===== src/rtl/sample_reader_pkg.sv =====
// sample_reader_pkg: shared types and constants for the sample ring-buffer reader.
`timescale 1ns/1ps
package sample_reader_pkg;
    localparam int PTR_W = 12;
    localparam int WORD_W = 10;
    localparam int LEVEL_MAX = 2048;
    localparam logic [13:0] OFS_POP = 14'h0000;
    localparam logic [13:0] OFS_STATUS = 14'h0004;
    localparam logic [13:0] OFS_RDPTR = 14'h0008;
    localparam logic [13:0] OFS_THRESH = 14'h000C;
    typedef enum logic [1:0] {ST_IDLE, ST_MEM, ST_CAP, ST_ACK} state_t;
endpackage


===== src/rtl/sample_sram_rdport.sv =====
// sample_sram_rdport: one-cycle chip select on SRAM port 1, bank data selected two cycles after the request.
`timescale 1ns/1ps
module sample_sram_rdport
    import sample_reader_pkg::*;
(
    input  logic              clk,
    input  logic              rst_n,
    input  logic              req,
    input  logic              bank,
    input  logic [WORD_W-1:0] word,
    input  logic [31:0]       mem_data0_i,
    input  logic [31:0]       mem_data1_i,
    output logic [1:0]        mem_renb_o,
    output logic [WORD_W-1:0] mem_raddr_o,
    output logic [31:0]       rd_data,
    output logic              rd_valid
);
    logic bank_q;

    always_ff @(posedge clk) begin
        if (!rst_n) begin
            mem_renb_o <= 2'b11;
            mem_raddr_o <= '0;
            bank_q <= 1'b0;
            rd_valid <= 1'b0;
        end else begin
            mem_renb_o <= req ? (bank ? 2'b01 : 2'b10) : 2'b11;
            mem_raddr_o <= req ? word : mem_raddr_o;
            bank_q <= req ? bank : bank_q;
            rd_valid <= ~&mem_renb_o;
        end
    end

    // dout1 is valid the cycle after csb1, so the bank choice is held one cycle
    assign rd_data = bank_q ? mem_data1_i : mem_data0_i;
endmodule


===== src/rtl/sample_buf_reader.sv =====
// sample_buf_reader: Wishbone consumer of the ADC sample ring buffer (read pointer, level, threshold irq).
// SAMPLE_READER_WINDOW_EN enables the random-access SRAM window at adr[13]=1.
`timescale 1ns/1ps
module sample_buf_reader
    import sample_reader_pkg::*;
#(
    parameter logic [31:0] BASE_ADDR = 32'h3000_0000
) (
    input  logic              wb_clk_i,
    input  logic              wb_rst_ni,
    input  logic              wbs_cyc_i,
    input  logic              wbs_stb_i,
    input  logic              wbs_we_i,
    input  logic [3:0]        wbs_sel_i,
    input  logic [31:0]       wbs_adr_i,
    input  logic [31:0]       wbs_dat_i,
    output logic              wbs_ack_o,
    output logic [31:0]       wbs_dat_o,
    input  logic [PTR_W-1:0]  wr_ptr_i,
    output logic [PTR_W-1:0]  rd_ptr_o,
    output logic [1:0]        mem_renb_o,
    output logic [WORD_W-1:0] mem_raddr_o,
    input  logic [31:0]       mem_data0_i,
    input  logic [31:0]       mem_data1_i,
    output logic              empty_o,
    output logic              irq_o
);
    state_t state_q, state_d;
    logic [PTR_W-1:0] rd_ptr, thresh, level;
    logic [WORD_W-1:0] req_word;
    logic [31:0] reg_rdata, rd_data;
    logic [13:0] ofs;
    logic underflow, pop_pend, irq_q, hit, accept, pop_rd, win_rd, empty;
    logic mem_req, pop_start, req_bank, rd_valid, unused_ok;

    assign ofs = wbs_adr_i[13:0];
    assign hit = wbs_cyc_i & wbs_stb_i & (wbs_adr_i[31:14] == BASE_ADDR[31:14]);
    assign accept = state_q == ST_IDLE && hit;
    assign level = wr_ptr_i - rd_ptr;
    assign empty = level == '0;
    assign pop_rd = !wbs_we_i && ofs == OFS_POP;
`ifdef SAMPLE_READER_WINDOW_EN
    assign win_rd = !wbs_we_i && ofs[13];
`else
    assign win_rd = 1'b0;
`endif
    assign req_bank = win_rd ? wbs_adr_i[12] : rd_ptr[10];
    assign req_word = win_rd ? wbs_adr_i[11:2] : rd_ptr[WORD_W-1:0];
    assign reg_rdata = wbs_we_i ? '0 :
                       ofs == OFS_STATUS ? {18'b0, underflow, empty, level} :
                       ofs == OFS_RDPTR ? {20'b0, rd_ptr} :
                       ofs == OFS_THRESH ? {20'b0, thresh} : '0;
    assign unused_ok = ^{wbs_sel_i, wbs_dat_i[31:PTR_W]};

    always_ff @(posedge wb_clk_i) begin
        if (!wb_rst_ni) state_q <= ST_IDLE;
        else state_q <= state_d;
    end

    always_comb begin
        state_d = state_q;
        mem_req = 1'b0;
        pop_start = 1'b0;
        case (state_q)
            ST_IDLE: if (hit) begin
                pop_start = pop_rd && !empty;
                mem_req = win_rd || pop_start;
                state_d = mem_req ? ST_MEM : ST_ACK;
            end
            ST_MEM: state_d = ST_CAP;
            ST_CAP: state_d = rd_valid ? ST_ACK : ST_CAP;
            default: state_d = ST_IDLE;
        endcase
    end

    always_ff @(posedge wb_clk_i) begin
        if (!wb_rst_ni) begin
            wbs_dat_o <= '0;
            rd_ptr <= '0;
            thresh <= '0;
            underflow <= 1'b0;
            pop_pend <= 1'b0;
            irq_q <= 1'b0;
        end else begin
            if (accept) begin
                wbs_dat_o <= reg_rdata;
                pop_pend <= pop_start;
                if (wbs_we_i && ofs == OFS_RDPTR) rd_ptr <= wbs_dat_i[PTR_W-1:0];
                if (wbs_we_i && ofs == OFS_RDPTR) underflow <= 1'b0;
                if (wbs_we_i && ofs == OFS_THRESH) thresh <= wbs_dat_i[PTR_W-1:0];
                if (pop_rd && empty) underflow <= 1'b1;
            end
            if (state_q == ST_CAP && rd_valid) wbs_dat_o <= rd_data;
            // the pop is committed only on the ack edge so a reset mid-access leaves no trace
            if (state_q == ST_ACK && pop_pend) begin
                rd_ptr <= rd_ptr + 1'b1;
                pop_pend <= 1'b0;
            end
            irq_q <= thresh != '0 && level >= thresh;
        end
    end

    sample_sram_rdport u_rdport (
        .clk         (wb_clk_i),
        .rst_n       (wb_rst_ni),
        .req         (mem_req),
        .bank        (req_bank),
        .word        (req_word),
        .mem_data0_i (mem_data0_i),
        .mem_data1_i (mem_data1_i),
        .mem_renb_o  (mem_renb_o),
        .mem_raddr_o (mem_raddr_o),
        .rd_data     (rd_data),
        .rd_valid    (rd_valid)
    );

    assign wbs_ack_o = state_q == ST_ACK;
    assign rd_ptr_o = rd_ptr;
    assign empty_o = empty;
    assign irq_o = irq_q;
endmodule


===== config.mk =====
export PLATFORM = sky130hd
export DESIGN_NAME = sample_buf_reader
export DESIGN_NICKNAME = d
export VERILOG_FILES = /design/src/rtl/sample_reader_pkg.sv /design/src/rtl/sample_sram_rdport.sv /design/src/rtl/sample_buf_reader.sv
export SDC_FILE = /design/constraint.sdc
export NUM_CORES = 1
export LEC_CHECK = 0
export ABC_CLOCK_PERIOD_IN_PS = 5480
export CORE_MARGIN = 2
export CORE_UTILIZATION = 40
export DETAILED_ROUTE_END_ITERATION = 12
export GPL_TIMING_DRIVEN = 1
export HOLD_SLACK_MARGIN = 0.12
export PLACE_DENSITY = 0.79
export RECOVER_POWER = 50
export REMOVE_ABC_BUFFERS = 1
export SLEW_MARGIN = 25
export SYNTH_ARGS = -nofsm -noshare
export SYNTH_HDL_FRONTEND = slang
export SYNTH_SLANG_ARGS = --single-unit

===== constraint.sdc =====
create_clock -name wb_clk_i -period 5.48 [get_ports wb_clk_i]
set_clock_uncertainty 0.2 [all_clocks]
set_input_delay 1.37 -clock wb_clk_i [delete_from_list [all_inputs] [get_ports wb_clk_i]]
set_output_delay 1.37 -clock wb_clk_i [all_outputs]
set_load 0.1 [all_outputs]

==> results of run 1 <==
## power groups by stage
stage          clock (mW)  sequential [mW]  combinational, mW
3_3_place_gp            0            0.557              0.202
3_5_place_dp            0            0.557              0.208
6_report            0.647            0.545              0.212
5_1_grt             0.680            0.544              0.230
2_1_floorplan           0            0.557             0.0750
4_1_cts             0.651            0.545              0.210
## timing repair
action | 4_1_cts | 5_1_grt
cloned | 0 | 0
gates resized for setup | 2 | 6
setup buffers | 0 | 0
pin swaps | 0 | 6
setup endpoints to repair | 1 | 1
## kinds of logic after synthesis
family,share of synthesized area (%)
mux,11.9
flops,31.1
simple gates,21.9
compound gates,19.9
fa+ha+maj,7.41
xor+xnor,1.81
buf+inv,6.09
## worst register-to-register path: stages (launching register included)
cell,delay (ps)
dfxtp_1,550
inv_1,110
ha_1,310
nor2b_1,150
o2111ai_2,320
a21oi_2,130
or4_4,500
nand2_1,90
xor2_1,280
ha_1,230
o21ai_0,80
a311oi_1,350
o31a_1,200
## flip-flops by register name, indices dropped and copies added, names as in the netlist
name / count
wbs_dat_o: 32
rd_ptr_o: 12
thresh: 12
u_rdport.mem_raddr_o: 10
state_q: 2
u_rdport.mem_renb_o: 2
irq_o: 1
pop_pend: 1
u_rdport.bank_q: 1
u_rdport.rd_valid: 1
underflow: 1
## path summary, 6_finish.rpt
| kind | to | startpoint | slack, ps |
|---|---|---|---|
| worst min-delay path | u_rdport.mem_raddr_o[8] | u_rdport.mem_raddr_o[8] | 260 |
| worst max register to register | irq_o | rd_ptr_o[1] | 1900 |
| worst min register to register | u_rdport.mem_raddr_o[8] | u_rdport.mem_raddr_o[8] | 260 |
| worst max-delay path | empty_o | wr_ptr_i[0] | 100 |
## final cells by class
class | instances | area, sq um
Tap cell | 147 | 184
Fill cell | 1033 | 4700
Clock inverter | 6 | 88.8
Sequential cell | 75 | 1510
Timing Repair Buffer | 203 | 1980
Multi-Input combinational cell | 446 | 3070
Clock buffer | 10 | 239
Inverter | 39 | 146
## cells in the mapped netlist, types with 3 or more instances
cell | count | area, sq um
nand2_1 | 50 | 188
xnor2_1 | 6 | 52.6
a22oi_1 | 8 | 60.1
a21oi_1 | 31 | 155
o221a_2 | 8 | 90.1
nand2b_1 | 3 | 18.8
dfxtp_1 | 75 | 1500
a211oi_1 | 9 | 67.6
nor4_1 | 12 | 75.1
inv_1 | 38 | 143
a21boi_0 | 3 | 22.5
mux2i_1 | 55 | 551
nor2b_1 | 26 | 163
and2_1 | 14 | 87.6
a211o_1 | 4 | 35.0
nand3_1 | 27 | 135
a31oi_1 | 11 | 68.8
nor2_1 | 47 | 176
nor3_1 | 6 | 30.0
clkbuf_1 | 29 | 109
a21o_1 | 5 | 37.5
xor2_1 | 4 | 35.0
nand4_1 | 3 | 18.8
o22ai_1 | 6 | 37.5
and3_1 | 4 | 25.0
o21ai_0 | 36 | 180
ha_1 | 27 | 338
## through the flow
step                      cells  util (%)  worst slack, ps  setup TNS, ps  instance area [sq um]
final                       926      60.5             99.2              0                   7210
after global routing        926      60.5             2.61              0                   7210
after CTS                   926      60.4             30.2              0                   7190
after detailed placement    910      57.5            -50.9          -50.9                   6850
after global placement      910      57.5            -33.7          -33.7                   6850
after floorplan             560         -              117              0                   4680
## routing by layer
layer	global-route usage (%)	vias to the layer above	routed length [microns]
met3	5.31	31	1060
met4	7.97	0	382
met1	27.8	2392	6170
met2	42.4	202	7750
li1	-	2504	-
met5	0	-	0
==> metrics.md, run 1 <==
| Metric | Value |
|---|---|
| Hold path depth | `2` |
| Worst Path Max Fanout | `3` |
| CTS Buf Count | `9` |
| PortBufs | `183` |
| Crit-path cells | `clkdlybuf4s50_1, inv_1, ha_1, fa_1, nor2b_2, o21ai_1, a31oi_2, o21a_1, o2111a_1, and4_4, buf_12` |
| YS warnings | `0` |
| Fin nets | `951` |
| NetSw | `0.322 mW` |
| Top delay family on crit path | `compound AO/OA/AOI/OAI gates` |
| Total core area | `11900 sq um` |
| Critical Path RT | `3910 ps` |
| RSZ-0062 raised after global routing | `false` |
| Die area | `13000 sq um` |
| Most frequent cells in the layout | `clkdlybuf4s50_1, dfxtp_1, mux2i_1, nand2_1, nor2_1` |
| Pwr Total | `1.40 mW` |
| Vias | `5129` |
| CP arrival | `3810 ps` |
| Final setup viols | `0` |
| Die height | `114 microns` |
| Die span in x | `114 microns` |
| Reg power frac | `38.8%` |
| CTS H-tree depth | `3` |
| Share of layout cells above drive strength 1 | `8.22%` |
| Clock root buffer | `clkbuf_16` |
| Worst r2r path cells | `12` |
| Setup crit start kind | `primary input` |
| Power share of the clock group | `46.1%` |
| Setup CP Type | `in2out` |
| Antenna diodes | `0` |
| Fin crit share | `98.2%` |
| Slew margin rel. | `2.82%` |
| Max VDD drop | `0.177 mV` |
| Worst path bufs/invs | `3` |
| Tot GR Track Use | `23.6%` |
| Internal | `1.08 mW` |
| Power Dens Cells | `195 nW/um^2` |
| Pins Over Slew Limit | `0` |
| WHS | `260 ps` |
| Avg WL per Cell | `16.6 microns` |
| P_leak | `2.92 nW` |
| Sequential fraction of the synthesis area | `31.1%` |
| Maxcap violations | `0` |
| #FFs+latches synth | `75` |
| DRC errors left | `0` |
| Clock Sink Count | `75` |
| Gate power share | `15.1%` |
| Syn Inst Count | `595` |
| Largest net degree at the start of global routing | `43` |
| IO Pins | `208` |
| Initial antenna violation count | `0` |
| Vias per cell | `5.54` |
| Vias in the first global route | `5107` |
| GP Congestion | `0.873` |
| CP peak stage delay | `450 ps` |
| Least-Margin Pin Slew | `1460 ps` |
| Synthesized area | `4830 sq um` |
| HPWL after detailed placement | `11.9 mm` |
| Maximum clock path buffer count | `2` |
| Switching Fraction | `22.9%` |
| WL final | `15.4 mm` |
| Worst-skew pair later-pin latency | `330 ps` |
| Post-synth EDFFs | `0` |
| Asr flop ratio synth | `0%` |
| Status | `finished clean` |
| Cts hold-fix bufs | `0` |
| Clock-pin slew on the worst setup and hold paths | `60 ps` |
| CP max-delay cell | `clkdlybuf4s50_1` |
| First-pass GRT wire length | `24.6 mm` |
| Fmax | `0.186 GHz` |
| Post-synthesis average cell area | `8.12 sq um` |
| Critical Path Stages | `11` |
| Minimum clock period | `5380 ps` |
| Endpoint type of the worst setup path | `output pin` |
| Cell variety after synth | `64` |
| Worst hold path class | `reg2reg` |
| Overflow after GRT | `0` |
| CTS tree | `yes` |
| Drt initial violations | `247` |
| First drt pass iteration count | `5` |
| Routed Antenna Nets | `0` |
| # rows | `40` |
| Final hold viol count | `0` |
| Commonest non-fill, non-tap cell in the layout | `clkdlybuf4s50_1` |
| Most common flop cell mapped by yosys | `dfxtp_1` |
| Starting density of the core | `40.5%` |
| Synth-to-Final Area Change | `49.3%` |
Power figures use the tool's default switching activity.
==> run 2: changes to the inputs <==
- CORE_MARGIN: 2 -> 4
==> run 2 against run 1 <==
Effect of this change: the run now ends with capacitance limit, slew limit left; die area up 7.1%; via count down 0.16%; worst hold slack better by 0.75 ps; final area down 0.62%.
==> metrics.md, run 2 (synthesis results as in run 1) <==
| Metric | Value |
|---|---|
| Status | `complete, but fails checks` |
| Failing checks | `capacitance limit, slew limit` |
| Fin crit share | `98.3% (+0.15 points)` |
| Endpoint type of the worst setup path | `output pin` |
| CP peak stage delay | `460 ps (about the same)` |
| DRC errors left | `0 (unchanged)` |
| Internal | `0.987 mW (-8.9%)` |
| Pins Over Slew Limit | `47 (+47)` |
| Die area | `13900 sq um (+7.1%)` |
| Worst-skew pair later-pin latency | `330 ps (about the same)` |
| R2R Setup Slk | `1900 ps (about the same)` |
| Total core area | `11600 sq um (-2.5%)` |
| Share of layout cells above drive strength 1 | `8.22% (unchanged)` |
| Worst path bufs/invs | `3 (unchanged)` |
| Drt initial violations | `423 (+71%)` |
| Slew margin rel. | `-16.5% (-19 points)` |
| Worst hold path class | `reg2reg` |
| WL final | `16.2 mm (+5.7%)` |
| Post-place setup slack | `-120 ps (-69.2 ps)` |
| Final core utilization | `61.7% (+1.2 points)` |
| Worst setup margin | `91.1 ps (-8.15 ps)` |
| Least-Margin Pin Slew | `1750 ps (+290 ps)` |
| Commonest non-fill, non-tap cell in the layout | `clkdlybuf4s50_1` |
| Vias per cell | `5.55 (+0.28%)` |
| Pwr Total | `1.30 mW (-7.5%)` |
| Die height | `118 microns (+3.5%)` |
| Clock root buffer | `clkbuf_16` |
| Tot GR Track Use | `22.8% (-0.83 points)` |
| Worst Path Max Fanout | `2 (-1)` |
| Crit-path cells | `clkdlybuf4s50_1, inv_1, ha_1, fa_2, nor2b_4, o22ai_1, xnor2_1, nor3_2, o2111a_1, and4_4, buf_12` |
| Synth-to-Final Area Change | `48.4%` |
| Placed cell areas | `6860 sq um (about the same)` |
| Reg power frac | `42.0% (+3.2 points)` |
| Fin nets | `953 (+0.21%)` |
| Avg WL per Cell | `17.6 microns (+6.1%)` |
| Power share of the clock group | `41.4% (-4.7 points)` |
| Fin area | `7170 sq um (-0.62%)` |
| Vias | `5121 (-0.16%)` |
| CTS tree | `yes` |
| Fmax | `0.186 GHz (-0.15%)` |
| Most frequent cells in the layout | `clkdlybuf4s50_1, dfxtp_1, mux2i_1, nand2_1, nor2_1` |
| Minimum clock period | `5390 ps (+8.15 ps)` |
| CP arrival | `3820 ps (about the same)` |
| Routed Antenna Nets | `0 (unchanged)` |
| Gate power share | `16.6% (+1.5 points)` |
| Power Dens Cells | `181 nW/um^2 (-7.0%)` |
| Largest net degree at the start of global routing | `47 (+9.3%)` |
| Die span in x | `118 microns (+3.5%)` |
| Final setup viols | `0 (unchanged)` |
| Setup crit start kind | `primary input` |
| Initial antenna violation count | `0 (unchanged)` |
| First drt pass iteration count | `7 (+2)` |
| Max reg flops | `32 (unchanged)` |
| Starting density of the core | `41.6% (+1.0 points)` |
| HPWL after detailed placement | `12.7 mm (+6.4%)` |
| Maxcap violations | `1 (+1)` |
| Fin Setup TNS | `0 ps (unchanged)` |
| GP Congestion | `0.810 (-7.2%)` |
| Setup CP Type | `in2out` |
| WHS | `261 ps (+0.751 ps)` |
| Switching Fraction | `24.0% (+1.1 points)` |
| NetSw | `0.312 mW (-3.1%)` |
| Antenna diodes | `0 (unchanged)` |
| Max VDD drop | `0.172 mV (-3.1%)` |
| # rows | `39 (-2.5%)` |
| Clock-pin slew on the worst setup and hold paths | `60 ps (about the same)` |
| PortBufs | `183 (unchanged)` |
| First-pass GRT wire length | `26.0 mm (+5.9%)` |
| P_leak | `2.90 nW (-0.70%)` |
| Vias in the first global route | `5286 (+3.5%)` |
| Maximum clock path buffer count | `2 (unchanged)` |
| Clock Sink Count | `75 (unchanged)` |
| CTS H-tree depth | `3 (unchanged)` |
| Fin cells | `922 (-0.43%)` |
| CTS Buf Count | `9 (unchanged)` |
| Final hold viol count | `0 (unchanged)` |
| Top reg by flops | `wbs_dat_o` |
| Critical Path RT | `3910 ps (about the same)` |
| CP max-delay cell | `clkdlybuf4s50_1` |
| DP Cell Count | `907 (-0.33%)` |
| IO Pins | `208 (unchanged)` |
| Overflow after GRT | `0 (unchanged)` |
| Top delay family on crit path | `buffers and inverters` |
==> run 2: cell types whose count changed in the layout (fill, tap and decap cells not counted), sizes merged <==
cell / before / now
bufinv: 2 / 0
buf: 20 / 21
clkbuf: 12 / 13
==> run 2: final timing paths <==
path,start,depth (start not counted),endpoint
setup / recovery,wr_ptr_i[0],11,empty_o
hold / removal,u_rdport.mem_raddr_o[3],2,u_rdport.mem_raddr_o[3]
setup reg to reg,rd_ptr_o[3],15,irq_o
hold reg to reg,u_rdport.mem_raddr_o[3],2,u_rdport.mem_raddr_o[3]
==> run 2: routing by layer <==
layer  wire length (microns)  vias to the layer above  track usage, %
met5                       0                        -               0
met4                     319                        0            7.62
met3                    1160                       26            5.29
met2                    8240                      214            40.2
met1                    6500                     2392            27.2
li1                        -                     2489               -
==> run 2: timing repair <==
action,4_1_cts,5_1_grt
hold buffers,0,0
setup endpoints to repair,1,1
buffers inserted,0,1
gates resized for setup,4,7
gates cloned,0,0
pin swaps,0,4
==> run 2: layout make-up <==
| cell class | instances | area, sq um |
|---|---|---|
| tap | 143 | 179 |
| multi-input combinational | 446 | 3080 |
| clock inverter | 4 | 28.8 |
| timing repair buffer | 205 | 1990 |
| inverter | 39 | 146 |
| fill | 991 | 4450 |
| sequential | 75 | 1500 |
| clock buffer | 10 | 239 |
==> run 2: worst register-to-register path: cells and delay by family (launching register included) <==
| kind | cells | cell delay, ps |
|---|---|---|
| compound gates | 8 | 1360 |
| fa+ha+maj | 2 | 580 |
| flops | 1 | 490 |
| buf+inv | 3 | 420 |
| xor+xnor | 1 | 250 |
| simple gates | 1 | 150 |
==> run 2: power by group through the flow <==
stage / registers, mW / logic (mW) / clock network, mW
5_1_grt: 0.545 / 0.233 / 0.562
4_1_cts: 0.545 / 0.212 / 0.540
6_report: 0.545 / 0.215 / 0.538
2_1_floorplan: 0.557 / 0.0750 / 0
3_5_place_dp: 0.557 / 0.210 / 0
3_3_place_gp: 0.557 / 0.203 / 0
